## config.mk

```make
export PLATFORM = sky130hd
export DESIGN_NAME = matrix_loader
export DESIGN_NICKNAME = d
export VERILOG_FILES = /design/src/rtl/matrix_loader.sv
export SDC_FILE = /design/constraint.sdc
export NUM_CORES = 1
export LEC_CHECK = 0
export ABC_AREA = 1
export CAP_MARGIN = 5
export CORE_AREA = 2 2 180 182
export CTS_BUF_LIST = sky130_fd_sc_hd__clkbuf_16
export CTS_CLUSTER_SIZE = 28
export DETAILED_ROUTE_END_ITERATION = 10
export DIE_AREA = 0 0 182 184
export PLACE_DENSITY = 0.48
export SETUP_SLACK_MARGIN = 0.1
export SLEW_MARGIN = 20
export SYNTH_ARGS = -nofsm -noshare
export SYNTH_HDL_FRONTEND = slang
export SYNTH_SLANG_ARGS = --single-unit
```

## constraint.sdc

```tcl
create_clock -name clk -period 3.6 [get_ports clk]
set_clock_uncertainty 0.1 [all_clocks]
set_input_delay 0.72 -clock clk [delete_from_list [all_inputs] [get_ports clk]]
set_output_delay 0.72 -clock clk [all_outputs]
set_load 0.005 [all_outputs]
```

## src/rtl/matrix_loader.sv

```systemverilog
// matrix_loader
//   Accepts a 32-byte frame of unsigned 8-bit matrix elements (A then B, both
//   row-major 4x4) and writes them into the shared A/B word memory:
//   A rows packed as words at BASE_A+row, B columns packed as words at
//   BASE_B+col. It then kicks the matmul engine and reports completion.
//
// Ports
//   clk, rst      : clock, synchronous active-high reset
//   s_valid/s_ready/s_data/s_last : byte stream in (s_last on byte 31 only)
//   mem_write_en, mem_addr, mem_data : word write port to A/B memory
//   kick_start    : one-cycle start pulse to the engine
//   mm_ready      : engine idle/ready
//   busy          : low only when idle in LOAD_A with no bytes received
//   done          : one-cycle pulse when the engine finishes after a kick
//   err           : one-cycle pulse on a frame-length error
module matrix_loader #(
  parameter logic [9:0] BASE_A = 10'h000,
  parameter logic [9:0] BASE_B = 10'h100
) (
  input  logic        clk,
  input  logic        rst,
  input  logic        s_valid,
  output logic        s_ready,
  input  logic [7:0]  s_data,
  input  logic        s_last,
  output logic        mem_write_en,
  output logic [9:0]  mem_addr,
  output logic [31:0] mem_data,
  output logic        kick_start,
  input  logic        mm_ready,
  output logic        busy,
  output logic        done,
  output logic        err
);

  typedef enum logic [2:0] {
    LOAD_A,
    LOAD_B,
    WRITE_B,
    KICK,
    WAIT_BUSY,
    WAIT_DONE
  } state_t;

  state_t      state;
  logic [4:0]  cnt;
  logic [7:0]  pack [4];
  logic [7:0]  bbuf [4][4];
  logic        we_q;
  logic        kick_q;
  logic        done_q;
  logic        err_q;
  logic [9:0]  addr_q;
  logic [31:0] data_q;
  logic        accept;
  logic        last_bad;

  // One B column as a memory word: row 0 in the low byte.
  function automatic logic [31:0] col_word(input logic [1:0] c);
    return {bbuf[3][c], bbuf[2][c], bbuf[1][c], bbuf[0][c]};
  endfunction

  assign s_ready  = ~rst & (((state == LOAD_A) & mm_ready) | (state == LOAD_B));
  assign accept   = s_valid & s_ready;
  // s_last must be set on byte 31 and on no other byte.
  assign last_bad = s_last != (cnt == 5'd31);

  // Outputs are forced low while rst is held so that a reset arriving in
  // the middle of WRITE_B cannot let another word reach the memory.
  assign mem_write_en = ~rst & we_q;
  assign mem_addr     = rst ? 10'd0 : addr_q;
  assign mem_data     = rst ? 32'd0 : data_q;
  assign kick_start   = ~rst & kick_q;
  assign done         = ~rst & done_q;
  assign err          = ~rst & err_q;
  assign busy         = ~rst & ~((state == LOAD_A) && (cnt == 5'd0));

  always_ff @(posedge clk) begin
    if (rst) begin
      state  <= LOAD_A;
      cnt    <= 5'd0;
      we_q   <= 1'b0;
      kick_q <= 1'b0;
      done_q <= 1'b0;
      err_q  <= 1'b0;
      addr_q <= 10'd0;
      data_q <= 32'd0;
      for (int i = 0; i < 4; i++) begin
        pack[i] <= 8'd0;
        for (int j = 0; j < 4; j++) bbuf[i][j] <= 8'd0;
      end
    end else begin
      we_q   <= 1'b0;
      kick_q <= 1'b0;
      done_q <= 1'b0;
      err_q  <= 1'b0;
      case (state)
        LOAD_A: begin
          if (accept) begin
            if (last_bad) begin
              // Bad frame: the row that this byte would complete is not written.
              err_q <= 1'b1;
              cnt   <= 5'd0;
              for (int i = 0; i < 4; i++)
                for (int j = 0; j < 4; j++) bbuf[i][j] <= 8'd0;
            end else begin
              pack[cnt[1:0]] <= s_data;
              cnt            <= cnt + 5'd1;
              if (cnt[1:0] == 2'd3) begin
                we_q   <= 1'b1;
                addr_q <= BASE_A + {8'd0, cnt[3:2]};
                data_q <= {s_data, pack[2], pack[1], pack[0]};
              end
              if (cnt == 5'd15) state <= LOAD_B;
            end
          end
        end
        LOAD_B: begin
          if (accept) begin
            if (last_bad) begin
              err_q <= 1'b1;
              cnt   <= 5'd0;
              state <= LOAD_A;
              for (int i = 0; i < 4; i++)
                for (int j = 0; j < 4; j++) bbuf[i][j] <= 8'd0;
            end else begin
              bbuf[cnt[3:2]][cnt[1:0]] <= s_data;
              // Wraps 31 -> 0 so cnt[1:0] can serve as the column index below.
              cnt <= cnt + 5'd1;
              if (cnt == 5'd31) begin
                // Column 0 never includes byte 31 (B[3][3]), so it can be
                // issued now and is visible in the first WRITE_B cycle.
                state  <= WRITE_B;
                we_q   <= 1'b1;
                addr_q <= BASE_B;
                data_q <= col_word(2'd0);
              end
            end
          end
        end
        WRITE_B: begin
          // cnt[1:0] is the column currently on the write port.
          if (cnt[1:0] == 2'd3) begin
            state  <= KICK;
            kick_q <= 1'b1;
            cnt    <= 5'd0;
          end else begin
            we_q   <= 1'b1;
            addr_q <= BASE_B + {8'd0, cnt[1:0] + 2'd1};
            data_q <= col_word(cnt[1:0] + 2'd1);
            cnt    <= cnt + 5'd1;
          end
        end
        KICK: begin
          state <= WAIT_BUSY;
        end
        WAIT_BUSY: begin
          if (!mm_ready) state <= WAIT_DONE;
        end
        WAIT_DONE: begin
          if (mm_ready) begin
            state  <= LOAD_A;
            cnt    <= 5'd0;
            done_q <= 1'b1;
          end
        end
        default: begin
          state <= LOAD_A;
          cnt   <= 5'd0;
        end
      endcase
    end
  end

endmodule

```

==> flow_summary.yaml, run 1 <==
synth:
  synth_flop_cell: "edfxtp_1"
  syn_area_sq_um: 9340
  async_flop_share_pct: 0
  yosysMostFrequentCell: "nor2_1"
  synth_area_leaders: "edfxtp_1 49%, nor2_1 14%, dfxtp_1 10%"
  synth-seq-area-share_pct: 59.0
  synth.distinct_cells: 28
  synth.largest_area_cell: "edfxtp_1"
  synth_edf_count: 152
  avgSynthCellArea_sq_um: 8.52
  synth.top_cells.by_count: "342 x nor2_1, 222 x nand2_1, 152 x edfxtp_1"
  ys_ff_latch: 199
  syn_inst: 1096
  ys.warnings.count: 0
  synth_top_area_share_pct: 48.9
sta:
  worstMarginPinSlew_ns: 0.718
  period_share_pct: 89.6
  setup_tns_ns: 0
  slew_violations: 0
  hold_viol_final: 0
  post-route-min-period_ns: 3.22
  max_freq_ghz: 0.310
  relSlewSlack_pct: 52.1
  finalSetupViolations: 0
  rsz0062_at_grt: "no"
power:
  power_density_nw_per_um2: 442
  total_power_mw: 4.82
  max-vdd-ir-drop_uv: 345
  power.leakage_nw: 4.50
route:
  ant_nets: 0
  drt-initial-drc-count: 562
  top_layer: "met4"
  dr.pass1.iters: 5
  wl_met3_mm: 1.30
  wl_per_cell_um: 16.7
  drcViolationCount: 0
  vias: 7337
  wl_met1_mm: 12.3
  vias_per_cell: 4.72
  route.met2.wl_mm: 11.9
  routed_wl_mm: 25.9
setup_path:
  path_buf_inv: 3
  crit_path_end_kind: "primary output"
  r2r_start: "cnt[1]$_SDFFE_PP0P_"
  crit_path_start: "cnt[0]$_SDFFE_PP0P_"
  path_cells: "buf_6, clkinv_1, ha_1, a41oi_1, clkdlybuf4s50_1"
  crit_fanout: 68
  path_class: "reg -> out"
  cp_slowest_cell: "clkdlybuf4s50_1"
  slowest_delay_ns: 0.53
  cp_top_family: "buffers and inverters"
  cp.arrival_ns: 2.40
  cp.required_ns: 2.78
  startpoint_type: "flop"
clock_tree:
  clockBufferDepth: 2
  cts_buffers: 17
  cts_hold_buf: 0
  root_buffer: "clkbuf_16"
  h-tree-depth: 4
  post-cts-setup-buffers: 0
  clock_latency_ns: 0.43
  clk_pin_slew_ns: 0.07
  cts_tree: "done"
  clock-sinks: 199
die:
  die_area_sq_um: 33500
  die_h_um: 184
  rows: 65
  initial_utilization_pct: 29.7
  core-area_sq_um: 31400
  io_pins: 61
  fp.dieW_um: 182
global_routing:
  antenna_found_initial: 0
  grt_pass1_vias: 7135
  grt_pass1_wl_mm: 41.1
  overflow: 0
  grt.total_usage_pct: 16.0
  grt_max_degree: 71
placed_design:
  gp_congestion: 0.805
  io_buffers: 53
  hpwl_mm: 17.1
worst_hold_path:
  hold_start: "addr_q[0]$_SDFFE_PP0P_"
  hp-class: "reg -> reg"
finish:
  diodes: 0
  num-nets-final: 1160
  area_delta_synth_final_pct: 16.8
  drive_gt1_share_pct: 7.12
outcome:
  run_status: "complete, no violations"
flow_run:
  drv_cap: 0
timing repair:
item | 4_1_cts | 5_1_grt
setup endpoints to repair | 0 | 1
gates resized for setup | 0 | 1
hold endpoints to repair | 0 | 0
registers in the layout, summed over array words and instances, names as in the netlist:
name and cells:
bbuf 128, data_q 32, pack 24, cnt 5, addr_q 3, state 3, done_q 1, err_q 1
kick_q 1, we_q 1
layer usage:
layer	GRT usage (%)	vias to the layer above
met5	0	-
met4	4.10	0
met3	2.34	21
met2	26.3	207
met1	22.1	3473
li1	-	3636
final timing paths:
check / to / slack, ns / cells after the start
setup / recovery: busy / 0.38 / 5
hold / removal: addr_q[0]$_SDFFE_PP0P_ / 0.37 / 2
setup reg to reg: bbuf[1][17]$_SDFFCE_PN0P_ / 0.46 / 10
hold reg to reg: addr_q[0]$_SDFFE_PP0P_ / 0.37 / 2
layout make-up:
cell class / instances / area [sq um]
Multi-Input combinational cell: 770 / 3310
Tap cell: 402 / 503
Fill cell: 3320 / 20500
Clock buffer: 19 / 475
Sequential cell: 199 / 5510
Inverter: 72 / 270
Clock inverter: 13 / 103
Timing Repair Buffer: 79 / 737
logic make-up after synthesis:
| kind of cell | share of synthesized area, % |
|---|---|
| simple gates | 27.4 |
| compound gates | 6.66 |
| fa+ha+maj | 1.07 |
| flops | 59.0 |
| other cells | 0.0402 |
| buf+inv | 5.84 |
placed cells by master, fill, tap and decap left out:
cell type,Yosys,routed
nor2_1,342,342
nand2_1,222,221
edfxtp_1,152,152
o21ai_0,66,66
inv_1,59,63
clkdlybuf4s50_1,0,52
nand3_1,48,48
dfxtp_1,47,46
o22ai_1,36,36
buf_4,11,24
clkbuf_16,0,19
nand2_2,15,16
clkinv_1,10,10
ha_1,8,8
a21oi_1,7,7
conb_1,1,7
nand4_1,5,5
inv_6,0,5
inv_2,3,4
nor2_2,4,4
nor2_4,3,3
clkinv_2,0,2
nor4_1,1,1
a41oi_1,1,1
o21ai_1,1,1
nor3_1,1,1
o2bb2ai_1,1,1
o2111ai_1,1,1
and3_1,1,1
bufinv_16,0,1
dfxtp_2,0,1
buf_2,4,1
buf_12,0,1
buf_6,0,1
worst min-delay path, cell delays in order (launching register included):
cell and delay (ns):
dfxtp_1 0.31, nand2_1 0.06, a21oi_1 0.05
through the flow:
stage	area (sq um)	worst slack [ns]	instances	hold WS [ns]	utilization [%]
floorplan	9360	1.03	1102	0.340	-
global placement	10300	0.357	1522	0.355	32.9
detailed placement	10300	0.336	1522	0.361	32.9
CTS	10900	0.163	1554	0.371	34.7
global route	10900	0.239	1554	0.391	34.7
finish	10900	0.375	1554	0.369	34.7
power by group:
part | internal [mW] | total [mW] | switching [mW]
registers | 2.54 | 2.57 | 0.0286
logic | 0.0925 | 0.348 | 0.255
clock network | 1.04 | 1.90 | 0.864
total | 3.67 | 4.82 | 1.15
No activity file was read; power rests on OpenSTA's default activity.
==> inputs of run 2 (changes only) <==
ABC_CLOCK_PERIOD_IN_PS = 3600   (was unset)
DONT_BUFFER_PORTS = 1   (was unset)
PLACE_DENSITY = 0.45   (was 0.48)
SLEW_MARGIN = unset   (was 20)
==> flow_summary.yaml, run 2 (synthesis results as in run 1) <==
power:
  p_sw_mw: 1.20
  comb_power_share_pct: 6.6
  switching_share_pct: 25.2
  power.leakage_nw: 4.25
  power_density_nw_per_um2: 463
  pwr-share-seq_pct: 54.0
  total_power_mw: 4.76
  power.internal_mw: 3.56
  clockPowerShare_pct: 39.5
  max-vdd-ir-drop_uv: 333
placed_design:
  placed_cell_area_sq_um: 9720
  io_buffers: 0
  gp_congestion: 0.769
  hpwl_mm: 17.2
setup_path:
  cp_top_family: "simple AND/OR/NAND/NOR gates"
  startpoint_type: "flop"
  crit_fanout: 9
  cp_slowest_cell: "dfxtp_1"
  path_common_cell: "ha_1"
  r2r_cells: 10
  path_cells: "ha_1, inv_1, nor2_1, ha_1, ha_1, nor2_2, nand2_2, nor2_2, nand2_1, nand2_1"
  r2r_start: "cnt[1]$_SDFFE_PP0P_"
  r2r_end: "bbuf[2][1]$_SDFFCE_PN0P_"
  cp.arrival_ns: 3.20
  path_class: "reg -> reg"
  path_buf_inv: 1
  crit_path_end_kind: "flop"
  r2r_setup_slack_ns: 0.42
  cp.required_ns: 3.62
  slowest_delay_ns: 0.42
finish:
  layout_commonest_cell: "nor2_1"
  largest_reg_flops: 128
  fin_area_sq_um: 10300
  top_regs: "bbuf: 128 flops, data_q: 32 flops, pack: 24 flops"
  area_delta_synth_final_pct: 10.2
  diodes: 0
  num-nets-final: 1097
  layout_common_cells: "342 x nor2_1, 221 x nand2_1, 152 x edfxtp_1, 66 x o21ai_0, 60 x inv_1"
  drive_gt1_share_pct: 6.80
  top_register: "bbuf"
clock_tree:
  h-tree-depth: 4
  cts_tree: "done"
  clockBufferDepth: 2
  root_buffer: "clkbuf_16"
  clock_latency_ns: 0.45
  cts_hold_buf: 0
  ctsResizeCount: 0
  cts_buffers: 17
  clk_pin_slew_ns: 0.07
  post-cts-setup-buffers: 0
  clock-sinks: 199
route:
  wl_per_cell_um: 17.5
  routed_wl_mm: 26.1
  dr.pass1.iters: 5
  drt-initial-drc-count: 542
  vias: 6990
  ant_nets: 0
  drcViolationCount: 0
  vias_per_cell: 4.69
sta:
  worstMarginPinSlew_ns: 0.952
  max_freq_ghz: 0.314
  relSlewSlack_pct: 36.1
  period_share_pct: 88.3
  finalSetupViolations: 0
  rsz0062_at_grt: "no"
  post-route-min-period_ns: 3.18
  hold_viol_final: 0
  setup_tns_ns: 0
  slew_violations: 0
die:
  die_area_sq_um: 33500
  core-area_sq_um: 31400
  io_pins: 61
  initial_utilization_pct: 29.7
  fp.dieW_um: 182
  rows: 65
  die_h_um: 184
global_routing:
  grt_pass1_vias: 6672
  antenna_found_initial: 0
  grt.total_usage_pct: 16.1
  grt_pass1_wl_mm: 40.5
  grt_max_degree: 71
  overflow: 0
flow_run:
  drv_cap: 0
worst_hold_path:
  min_to: "state[1]$_SDFFE_PP0P_"
  hold_start: "rst"
  hp-class: "in -> reg"
  hold_path_depth: 1
outcome:
  run_status: "complete, no violations"
==> run 2: power by group through the flow <==
stage | registers (mW) | logic (mW) | clock network, mW
floorplan | 2.61 | 0.218 | 0
global placement | 2.62 | 0.314 | 0
detailed placement | 2.62 | 0.312 | 0
CTS | 2.57 | 0.314 | 1.92
global route | 2.58 | 0.348 | 2.01
finish | 2.57 | 0.312 | 1.88
==> run 2: through the flow <==
| step | setup slack [ns] | util [%] | cells | hold slack (ns) |
|---|---|---|---|---|
| 2_1_floorplan | 1.03 | - | 1102 | 0.340 |
| 3_3_place_gp | 0.570 | 31.0 | 1459 | 0.346 |
| 3_5_place_dp | 0.443 | 31.0 | 1459 | 0.351 |
| 6_report | 0.419 | 32.8 | 1491 | 0.262 |
| 4_1_cts | 0.432 | 32.8 | 1491 | 0.224 |
| 5_1_grt | 0.190 | 32.8 | 1491 | 0.225 |
==> run 2: metal layers <==
metal | wire [um] | part of all wire (%) | global-route usage (%)
met5 | 0 | 0 | 0
met4 | 481 | 1.8 | 5.26
met3 | 1090 | 4.2 | 2.95
met2 | 11700 | 45 | 25.3
met1 | 12800 | 49 | 22.3
==> run 2: how the worst max path moves through the flow <==
stage | startpoint | to | slack, ns | cells after the start
floorplan | cnt[0]$_SDFFE_PP0P_ | bbuf[0][0]$_SDFFCE_PN0P_ | 1.03 | 10
global placement | cnt[1]$_SDFFE_PP0P_ | bbuf[2][7]$_SDFFCE_PN0P_ | 0.57 | 10
detailed placement | cnt[1]$_SDFFE_PP0P_ | bbuf[2][5]$_SDFFCE_PN0P_ | 0.44 | 10
CTS | cnt[1]$_SDFFE_PP0P_ | bbuf[2][1]$_SDFFCE_PN0P_ | 0.43 | 10
global route | cnt[1]$_SDFFE_PP0P_ | bbuf[2][1]$_SDFFCE_PN0P_ | 0.19 | 10
finish | cnt[1]$_SDFFE_PP0P_ | bbuf[2][1]$_SDFFCE_PN0P_ | 0.42 | 10
==> run 2: area by class of cell <==
type / count / area (sq um)
Clock buffer: 18 / 450
Clock inverter: 14 / 115
Fill cell: 3308 / 21100
Inverter: 72 / 270
Multi-Input combinational cell: 770 / 3310
Sequential cell: 199 / 5510
Tap cell: 402 / 503
Timing Repair Buffer: 16 / 133
==> run 2: worst register-to-register path, stage by stage, from the launching register on <==
cell,delay [ns]
dfxtp_1,0.42
ha_1,0.21
inv_1,0.13
nor2_1,0.23
ha_1,0.22
ha_1,0.30
nor2_2,0.21
nand2_2,0.16
nor2_2,0.27
nand2_1,0.26
nand2_1,0.36
==> inputs of run 3 (changes only) <==
CORE_AREA = 2 2 167 169   (was 2 2 180 182)
DIE_AREA = 0 0 169 171   (was 0 0 182 184)
PLACE_DENSITY = 0.48   (was 0.45)
==> flow_summary.yaml, run 3 (synthesis results as in run 1) <==
outcome:
  run_status: "complete, no violations"
sta:
  post-route-min-period_ns: 3.21
  finalSetupViolations: 0
  rsz0062_at_grt: "no"
  hold_ws_ns: 0.257
  worstMarginPinSlew_ns: 0.980
  period_share_pct: 89.1
  relSlewSlack_pct: 34.2
  fin_ws_ns: 0.393
  max_freq_ghz: 0.312
  hold_viol_final: 0
  setup_tns_ns: 0
  slew_violations: 0
setup_path:
  path_common_cell: "ha_1"
  cp.required_ns: 3.60
  slowest_delay_ns: 0.40
  cp.arrival_ns: 3.21
  crit_path_end_kind: "flop"
  r2r_cells: 10
  crit_fanout: 9
  startpoint_type: "flop"
  path_class: "reg -> reg"
  path_cells: "ha_1, inv_1, nor2_1, ha_1, ha_1, nor2_2, nand2_2, nor2_2, nand2_1, nand2_1"
  cp_slowest_cell: "dfxtp_1"
placed_design:
  dp_slack_ns: 0.485
  hpwl_mm: 16.6
  io_buffers: 0
  gp_congestion: 0.796
  dp.cells: 1399
  placed_cell_area_sq_um: 9620
route:
  vias: 7100
  drt-initial-drc-count: 790
  vias_per_cell: 4.96
  wl_per_cell_um: 18.0
  routed_wl_mm: 25.7
  drcViolationCount: 0
  dr.pass1.iters: 5
  ant_nets: 0
global_routing:
  overflow: 0
  grt_max_degree: 71
  antenna_found_initial: 0
  grt_pass1_wl_mm: 39.7
  grt_pass1_vias: 6749
  grt.total_usage_pct: 18.2
power:
  power.leakage_nw: 4.20
  total_power_mw: 4.69
  power_density_nw_per_um2: 462
  max-vdd-ir-drop_uv: 346
die:
  die_area_sq_um: 28900
  die_h_um: 171
  core-area_sq_um: 27300
  initial_utilization_pct: 34.2
  rows: 61
  fp.dieW_um: 169
  io_pins: 61
finish:
  fin_area_sq_um: 10200
  top_register: "bbuf"
  diodes: 0
  top_regs: "bbuf: 128 flops, data_q: 32 flops, pack: 24 flops"
  layout_commonest_cell: "nor2_1"
  fin_util_pct: 37.2
  fillers: 2826
  largest_reg_flops: 128
  layout.cells.non_filler: 1431
  num-nets-final: 1093
  drive_gt1_share_pct: 6.18
  multi_input_area_sq_um: 3310
  layout_common_cells: "342 x nor2_1, 221 x nand2_1, 152 x edfxtp_1, 66 x o21ai_0, 61 x inv_1"
  area.sequential_sq_um: 5510
  area_delta_synth_final_pct: 8.87
clock_tree:
  clk_pin_slew_ns: 0.07
  ctsResizeCount: 0
  cts_buffers: 17
  cts_tree: "done"
  post-cts-setup-buffers: 0
  clock_latency_ns: 0.43
  clockBufferDepth: 2
  clock-sinks: 199
  h-tree-depth: 4
  root_buffer: "clkbuf_16"
  cts_hold_buf: 0
worst_hold_path:
  hp-class: "in -> reg"
  hold_path_depth: 1
flow_run:
  drv_cap: 0
[run 3: final timing paths]
check | slack [ns] | start | end
worst max-delay path | 0.39 | cnt[1]$_SDFFE_PP0P_ | bbuf[1][7]$_SDFFCE_PN0P_
worst min-delay path | 0.26 | rst | addr_q[1]$_SDFFE_PP0P_
worst max register to register | 0.39 | cnt[1]$_SDFFE_PP0P_ | bbuf[1][7]$_SDFFCE_PN0P_
worst min register to register | 0.36 | addr_q[1]$_SDFFE_PP0P_ | addr_q[1]$_SDFFE_PP0P_
[run 3: metal layers]
layer	vias to the layer above	track usage (%)	wire length, um
met5	-	0	0
li1	3502	-	-
met4	0	4.91	268
met1	3367	25.8	12200
met2	213	29.4	12000
met3	18	2.36	1280
[run 3: area by class of cell]
| cell class | count | area share, % |
|---|---|---|
| Sequential cell | 199 | 54.2 |
| Inverter | 72 | 2.66 |
| Tap cell | 346 | 4.26 |
| Clock buffer | 17 | 4.19 |
| Timing Repair Buffer | 12 | 1.01 |
| Multi-Input combinational cell | 770 | 32.6 |
| Clock inverter | 15 | 1.14 |
[run 3: report_power, final]
group	internal (mW)	switching [mW]
logic	0.0720	0.247
registers	2.54	0.0295
clock network	0.942	0.863
[run 3: critical path, delay by kind of cell, from the launching register on]
kind                     cells  cell delay [ns]
AND/OR/NAND/NOR              6             1.49
adder cells (fa/ha/maj)      3             0.74
flip-flops                   1             0.40
buffers and inverters        1             0.14
